`config.mk`:
```
export PLATFORM = sky130hd
export DESIGN_NAME = baccarat_match_fsm
export DESIGN_NICKNAME = d
export VERILOG_FILES = /design/src/rtl/baccarat_match_fsm.sv
export SDC_FILE = /design/constraint.sdc
export NUM_CORES = 1
export LEC_CHECK = 0
export CORE_MARGIN = 1.5
export CORE_UTILIZATION = 40
export DETAILED_ROUTE_END_ITERATION = 12
export PLACE_DENSITY_LB_ADDON = 0.08
export SLEW_MARGIN = 10
export SYNTH_ARGS = -nofsm -noshare
export SYNTH_HDL_FRONTEND = slang
export SYNTH_SLANG_ARGS = --single-unit
```
`constraint.sdc`:
```
create_clock -name slow_clock -period 3.2 [get_ports slow_clock]
set_input_delay 0.48 -clock slow_clock [delete_from_list [all_inputs] [get_ports slow_clock]]
set_output_delay 0.48 -clock slow_clock [all_outputs]
set_load 0.01 [all_outputs]
```
`src/rtl/baccarat_match_fsm.sv`:
```
// Baccarat match controller.
//
// Sequences the card loads of each hand using the standard third-card rules.
// It decides each hand's result and tallies results over a match of
// NUM_ROUNDS hands, then reports the match winner.
//
// Ports:
//   slow_clock        state clock, rising edge
//   resetb            asynchronous active-low reset
//   new_match         in DONE, starts a new match on the next edge
//   pscore, dscore    player/dealer hand scores (0..9) from the datapath
//   pcard3            player third-card value (0..9)
//   clear_hands       datapath clears all card registers
//   load_[pd]card[1-3] one-hot card load strobes
//   player_win_light, dealer_win_light  hand result (END) or match result (DONE)
//   endround          high for the END cycle of each hand
//   match_over        high while in DONE
//   round_num         completed hands in the current match
//   player_wins, dealer_wins, ties      match tallies (saturating)
//
// Optional feature macro: BACCARAT_EARLY_WIN_EN
//   When defined, the match ends as soon as one side's lead can no longer be
//   overcome by the remaining hands.

module baccarat_match_fsm #(
  parameter int unsigned NUM_ROUNDS = 5,
  parameter int unsigned CNT_W      = 4
) (
  input  logic             slow_clock,
  input  logic             resetb,
  input  logic             new_match,
  input  logic [3:0]       pscore,
  input  logic [3:0]       dscore,
  input  logic [3:0]       pcard3,
  output logic             clear_hands,
  output logic             load_pcard1,
  output logic             load_pcard2,
  output logic             load_pcard3,
  output logic             load_dcard1,
  output logic             load_dcard2,
  output logic             load_dcard3,
  output logic             player_win_light,
  output logic             dealer_win_light,
  output logic             endround,
  output logic             match_over,
  output logic [CNT_W-1:0] round_num,
  output logic [CNT_W-1:0] player_wins,
  output logic [CNT_W-1:0] dealer_wins,
  output logic [CNT_W-1:0] ties
);

  typedef enum logic [3:0] {
    StRst  = 4'd0,
    StPc1  = 4'd1,
    StDc1  = 4'd2,
    StPc2  = 4'd3,
    StDc2  = 4'd4,
    StPc3  = 4'd5,
    StDc3  = 4'd6,
    StEnd  = 4'd7,
    StDone = 4'd8
  } state_e;

  localparam logic [CNT_W-1:0] CntMax    = '1;
  localparam logic [CNT_W-1:0] NumRounds = CNT_W'(NUM_ROUNDS);

  function automatic logic [CNT_W-1:0] sat_inc(input logic [CNT_W-1:0] v);
    return (v == CntMax) ? v : v + 1'b1;
  endfunction

  state_e           state_q, state_d;
  logic [CNT_W-1:0] round_q, round_d;
  logic [CNT_W-1:0] pwins_q, pwins_d;
  logic [CNT_W-1:0] dwins_q, dwins_d;
  logic [CNT_W-1:0] ties_q, ties_d;

  logic             natural;
  logic             dealer_draws;
  logic             p_gt, d_gt;
  logic [CNT_W-1:0] round_inc, pwins_upd, dwins_upd, ties_upd;
  logic             early_done;

  assign natural = (pscore == 4'd8) || (pscore == 4'd9) ||
                   (dscore == 4'd8) || (dscore == 4'd9);

  // Dealer third-card rule once the player has drawn; dscore is the two-card total.
  always_comb begin
    dealer_draws = 1'b0;
    case (dscore)
      4'd0, 4'd1, 4'd2: dealer_draws = 1'b1;
      4'd3:             dealer_draws = (pcard3 != 4'd8);
      4'd4:             dealer_draws = (pcard3 >= 4'd2) && (pcard3 <= 4'd7);
      4'd5:             dealer_draws = (pcard3 >= 4'd4) && (pcard3 <= 4'd7);
      4'd6:             dealer_draws = (pcard3 >= 4'd6) && (pcard3 <= 4'd7);
      default:          dealer_draws = 1'b0;
    endcase
  end

  assign p_gt      = pscore > dscore;
  assign d_gt      = dscore > pscore;
  assign round_inc = sat_inc(round_q);
  assign pwins_upd = p_gt ? sat_inc(pwins_q) : pwins_q;
  assign dwins_upd = d_gt ? sat_inc(dwins_q) : dwins_q;
  assign ties_upd  = (!p_gt && !d_gt) ? sat_inc(ties_q) : ties_q;

`ifdef BACCARAT_EARLY_WIN_EN
  // One extra bit so the lead-plus-remaining sums cannot overflow.
  logic [CNT_W:0] rem;
  assign rem        = {1'b0, NumRounds} - {1'b0, round_inc};
  assign early_done = ({1'b0, pwins_upd} > ({1'b0, dwins_upd} + rem)) ||
                      ({1'b0, dwins_upd} > ({1'b0, pwins_upd} + rem));
`else
  assign early_done = 1'b0;
`endif

  always_ff @(posedge slow_clock or negedge resetb) begin
    if (!resetb) begin
      state_q <= StRst;
      round_q <= '0;
      pwins_q <= '0;
      dwins_q <= '0;
      ties_q  <= '0;
    end else begin
      state_q <= state_d;
      round_q <= round_d;
      pwins_q <= pwins_d;
      dwins_q <= dwins_d;
      ties_q  <= ties_d;
    end
  end

  always_comb begin
    state_d          = state_q;
    round_d          = round_q;
    pwins_d          = pwins_q;
    dwins_d          = dwins_q;
    ties_d           = ties_q;
    clear_hands      = 1'b0;
    load_pcard1      = 1'b0;
    load_pcard2      = 1'b0;
    load_pcard3      = 1'b0;
    load_dcard1      = 1'b0;
    load_dcard2      = 1'b0;
    load_dcard3      = 1'b0;
    player_win_light = 1'b0;
    dealer_win_light = 1'b0;
    endround         = 1'b0;
    match_over       = 1'b0;

    case (state_q)
      StRst: begin
        clear_hands = 1'b1;
        state_d     = StPc1;
      end
      StPc1: begin
        load_pcard1 = 1'b1;
        state_d     = StDc1;
      end
      StDc1: begin
        load_dcard1 = 1'b1;
        state_d     = StPc2;
      end
      StPc2: begin
        load_pcard2 = 1'b1;
        state_d     = StDc2;
      end
      StDc2: begin
        load_dcard2 = 1'b1;
        if (natural)                               state_d = StEnd;
        else if (pscore <= 4'd5)                   state_d = StPc3;
        else if (pscore <= 4'd7 && dscore <= 4'd5) state_d = StDc3;
        else                                       state_d = StEnd;
      end
      StPc3: begin
        load_pcard3 = 1'b1;
        state_d     = dealer_draws ? StDc3 : StEnd;
      end
      StDc3: begin
        load_dcard3 = 1'b1;
        state_d     = StEnd;
      end
      StEnd: begin
        endround         = 1'b1;
        player_win_light = !d_gt;
        dealer_win_light = !p_gt;
        round_d          = round_inc;
        pwins_d          = pwins_upd;
        dwins_d          = dwins_upd;
        ties_d           = ties_upd;
        state_d          = (round_inc == NumRounds || early_done) ? StDone : StRst;
      end
      StDone: begin
        match_over       = 1'b1;
        player_win_light = pwins_q >= dwins_q;
        dealer_win_light = dwins_q >= pwins_q;
        if (new_match) begin
          state_d = StRst;
          round_d = '0;
          pwins_d = '0;
          dwins_d = '0;
          ties_d  = '0;
        end
      end
      // Illegal encodings recover to RST; tallies are left alone.
      default: state_d = StRst;
    endcase
  end

  assign round_num   = round_q;
  assign player_wins = pwins_q;
  assign dealer_wins = dwins_q;
  assign ties        = ties_q;

endmodule
```
* Yosys cells after proc, flatten, opt, wreduce, memory -nomap -nowiden
Cells that the tools add are included.
Widths: inputs -> output; s select.
** Cells by class
- $add $sub $neg :: 4
- $lt $le $gt $ge :: 11
- Eq/ne operators :: 31
- Multiplexer cells :: 30
- Reduce and logical (&&, ||, !) cells :: 18
** Operator list (count)
- $eq 4x4->1 const B :: 9
- $mux 4 :: 9
- $pmux 4 s9 :: 1
- $eq 4x3->1 const B :: 8
- $pmux 4 s2 :: 4
- $add 4x1->4 const B :: 4
- $eq 4x2->1 const B :: 4
- $le 4x3->1 const B :: 4
- $ne 2x2->1 const B :: 7
- $reduce_and 4->1 :: 3
- $mux 1 :: 11
- $eq 4x1->1 const B :: 2
- $ge 4x3->1 const B :: 2
- $ge 4x4->1 :: 2
- $gt 4x4->1 :: 2
- $logic_not 4->1 :: 2
- $logic_and 1x1->1 :: 5
- $pmux 1 s5 :: 1
- $ge 4x2->1 const B :: 1
- $mux 2 :: 2
- $ne 4x4->1 const B :: 1
- $pmux 1 s2 :: 2
- $logic_or 1x1->1 :: 3
- $reduce_or 3->1 :: 1
- other kinds (3) :: 4
** Word-level totals
- Register bits :: 20
- Output and inout bits :: 27

* Logic depth before layout (Yosys ltp)
- Depth in word-level cells :: 6
- Depth in mapped cells :: 7
- Mapped depth without buffers :: 7

* Worst setup path before layout
No wires, ideal clock.
- Path type :: input -> register
- Start point :: input pscore[1]
- End point :: register pwins_q[1] (netlist: player_wins[1])
- Setup time :: 0.125 ns
- Arrival time :: 1.937 ns
- Data required time :: 3.075 ns
- Setup slack :: 1.138 ns
- Stages :: 7
- Path through :: inv_1 -> ha_1 -> nor2b_1 -> o211a_1 -> nor3_1 -> nand2_1 -> mux2_4
** Between the ends
- Cells in the longest elaborated chain, start to end :: 3
** Ends and longest elaborated chain
- start: declaration :: RTL line 32 : input logic [3:0] pscore,
- $gt 4x4->1 :: RTL line 99 : assign p_gt = pscore > dscore;
- $ne 2x2->1 (no source line)
- $reduce_and 4->1 (no source line)
- end signal: assignment :: RTL line 126 : pwins_q <= pwins_d;
- end: declaration :: RTL line 73 : logic [CNT_W-1:0] pwins_q, pwins_d;
Every way passes these cells.
A chain may end at the register's enable or synchronous reset.

* Final worst setup path
- Start point :: input pscore[1]
- End point :: output player_win_light
** Between the ends
- Cells in the longest elaborated chain, start to end :: 3
** Ends and longest elaborated chain
- $gt 4x4->1 :: RTL line 100 : assign d_gt = dscore > pscore;
- $logic_not 1->1 :: RTL line 184 : player_win_light = !d_gt;
- $pmux 1 s2 :: RTL line 150 : case (state_q)
- end: declaration :: RTL line 42 : output logic player_win_light,
Every way passes these cells.

==> impl_metrics.json <==
{
  "grt_pass1_vias": 1297,
  "post-synth-top-area-cell": "dfrtp_1",
  "synth-edff-count": 0,
  "synth_fp_nets": 190,
  "finClkSkew_ps": 5.20,
  "core_mm2": 0.00344,
  "rsz0062_at_grt": "no",
  "pwr-share-clk_pct": 15.6,
  "cts.sinks": 20,
  "syn_avg_cell_area_um2": 9.09,
  "finalSetupTns_ps": 0,
  "grt_pass1_wl_um": 5690,
  "synth.top_cell.area_share_pct": 34.0,
  "dr.pass1.iters": 4,
  "fp.dieH_um": 63.7,
  "ys_ff_latch": 20,
  "power.density_mw_per_mm2": 825,
  "wl_per_cell_um": 13.4,
  "crit_start": "pscore[1]",
  "pwr-share-comb_pct": 51.9,
  "clock_latency_ps": 260,
  "cts_tree": "built",
  "layout.area.seq_um2": 500,
  "crit_type": "primary input to output port",
  "slew_headroom_pct": 34.8,
  "io_pins": 42,
  "drt_iter0_markers": 69,
  "setup_viol": 0,
  "p_sw_mw": 0.638,
  "start_kind": "primary input",
  "postSynth.asyncResetShare_pct": 100,
  "netlist_area_mm2": 0.00147,
  "vias_per_cell": 5.35,
  "leakage_nw": 0.936,
  "drv_cap": 0,
  "ys_types": 46,
  "clk_path_buf_depth": 2,
  "clk_pin_slew_worst_paths_ps": 70,
  "h-tree-depth": 1,
  "hold_path.class": "flip-flop to flip-flop",
  "cts_buffers": 3,
  "critPathCaptureType": "output port",
  "ant_nets": 0,
  "drive_gt1_share_pct": 7.84,
  "ir_drop_uv": 375,
  "r2r_start": "state_q[2]",
  "drc": 0,
  "cp_data_arrival_time_ps": 2530,
  "swShare_pct": 39.1,
  "r2r-end": "player_wins[1]",
  "rows": 21,
  "crit_path_max_fanout": 2,
  "power.total_mw": 1.63,
  "p_int_mw": 0.994,
  "crit_path_end": "player_win_light",
  "cts-root-buf": "clkbuf_8",
  "hpwl_um": 2600,
  "worst_pin_slew_ps": 975,
  "multi_input_area_um2": 858,
  "antenna_found_initial": 0,
  "ys_top_cells_by_count": "dfrtp_1, inv_1, ha_1, nor2_1",
  "status": "complete, no violations",
  "die-width_um": 63.7,
  "grt_usage_pct": 17.5,
  "start_util_pct": 42.8,
  "final.period_utilization_pct": 94.0,
  "yosysSeqAreaShare_pct": 34.0,
  "synth.most_common_cell": "dfrtp_1",
  "postCtsHoldBufs": 0,
  "portBuffers": 41,
  "layout_min_cycle_time_ps": 3010,
  "rrSetupSlack_ps": 1260,
  "required_ps": 2720,
  "n_fill_cell": 331,
  "drt_wl_total_um": 3350,
  "cts_resized": 0,
  "reg2reg_depth": 4,
  "dieArea_mm2": 0.00405,
  "grt_start_max_net_pins": 21,
  "yosys_warnings": 0,
  "hold_start": "ties[0]",
  "final_net_count": 233,
  "gp_congestion": 0.742,
  "syn_inst": 162,
  "hold_viol": 0,
  "dr_total_vias": 1337,
  "grt_overflow": 0,
  "max_freq_ghz": 0.333,
  "post_cts_buffers": 0,
  "synth-main-ff-cell": "dfrtp_1",
  "area_growth_pct": 34.3,
  "p_seq_share_pct": 32.5,
  "num_antenna_cells": 0,
  "ys_top_cells_by_area": "dfrtp_1, ha_1, inv_1",
  "drv_slew": 0,
  "hold_slack_ps": 551
}
## per-layer routing
metal	share of wire, %	vias up	track usage [%]	wire [um]
met4	0.69	0	3.26	23
met1	45	641	20.9	1530
met2	51	23	32.1	1700
met3	3.1	2	3.57	104
li1	-	671	-	-
met5	0	-	0	0
## registers in the layout, indices dropped and copies added, names as in the netlist
name         cells
round_num        4
player_wins      4
dealer_wins      4
state_q          4
ties             4
## power groups by stage
stage               sequential [mW]  clock, mW  combinational, mW
floorplan                     0.488          0              0.537
global placement              0.523          0              0.826
detailed placement            0.534          0              0.852
CTS                           0.530      0.262              0.857
global route                  0.554      0.270              0.949
finish                        0.531      0.254              0.847
## final cells by class
| cell class | count | share of cell area, % |
|---|---|---|
| clock inverter | 1 | 1.52 |
| timing repair buffer | 43 | 21.5 |
| sequential | 20 | 25.3 |
| tap | 46 | 2.91 |
| inverter | 17 | 3.29 |
| clock buffer | 3 | 2.09 |
| multi-input combinational | 120 | 43.4 |
## how the worst min path moves through the flow
stage,end,slack (ps),cells past startpoint
finish,ties[0],550,1
global route,dealer_wins[0],590,1
CTS,ties[0],560,1
detailed placement,ties[0],550,1
global placement,ties[0],540,1
floorplan,dealer_wins[0],180,0
## through the flow
| step | instance area, um2 | util [%] | instances | setup WS [ps] |
|---|---|---|---|---|
| final | 1980 | 57.5 | 250 | 193 |
| after global routing | 1980 | 57.5 | 250 | 79.2 |
| after CTS | 1980 | 57.5 | 250 | 184 |
| after detailed placement | 1910 | 55.4 | 246 | 197 |
| after global placement | 1910 | 55.4 | 246 | 222 |
| after floorplan | 1470 | - | 162 | 1140 |
## cells by family (layout without fill, tap and decap cells)
family	count (synthesis)	after routing	share of synthesized area, %
fa+ha+maj	14	14	11.7
mux	6	6	4.50
buf+inv	22	64	7.73
simple gates	59	59	22.3
compound gates	38	38	17.9
xor+xnor	3	3	1.78
flops	20	20	34.0
## worst max-delay path, cell delays in order
cell and delay (ps):
clkdlybuf4s50_1 490, inv_1 60, ha_1 300, nor2b_1 140
o211ai_1 200, nand2_1 80, a21oi_1 130, a21o_1 120
clkdlybuf4s50_1 530
## cell usage in the layout (no fill, tap or decap), types with 3 or more instances in the layout
cell / instances
clkdlybuf4s50_1: 41
dfrtp_1: 20
inv_1: 16
ha_1: 13
nor2_1: 12
nand2_1: 9
nor3_1: 9
nand3_1: 9
o21ai_0: 8
a21oi_1: 7
nand2b_1: 4
and3_1: 4
a31oi_1: 4
mux2i_1: 4
a211oi_1: 3
clkbuf_8: 3
No activity file was read; power rests on OpenSTA's default activity.
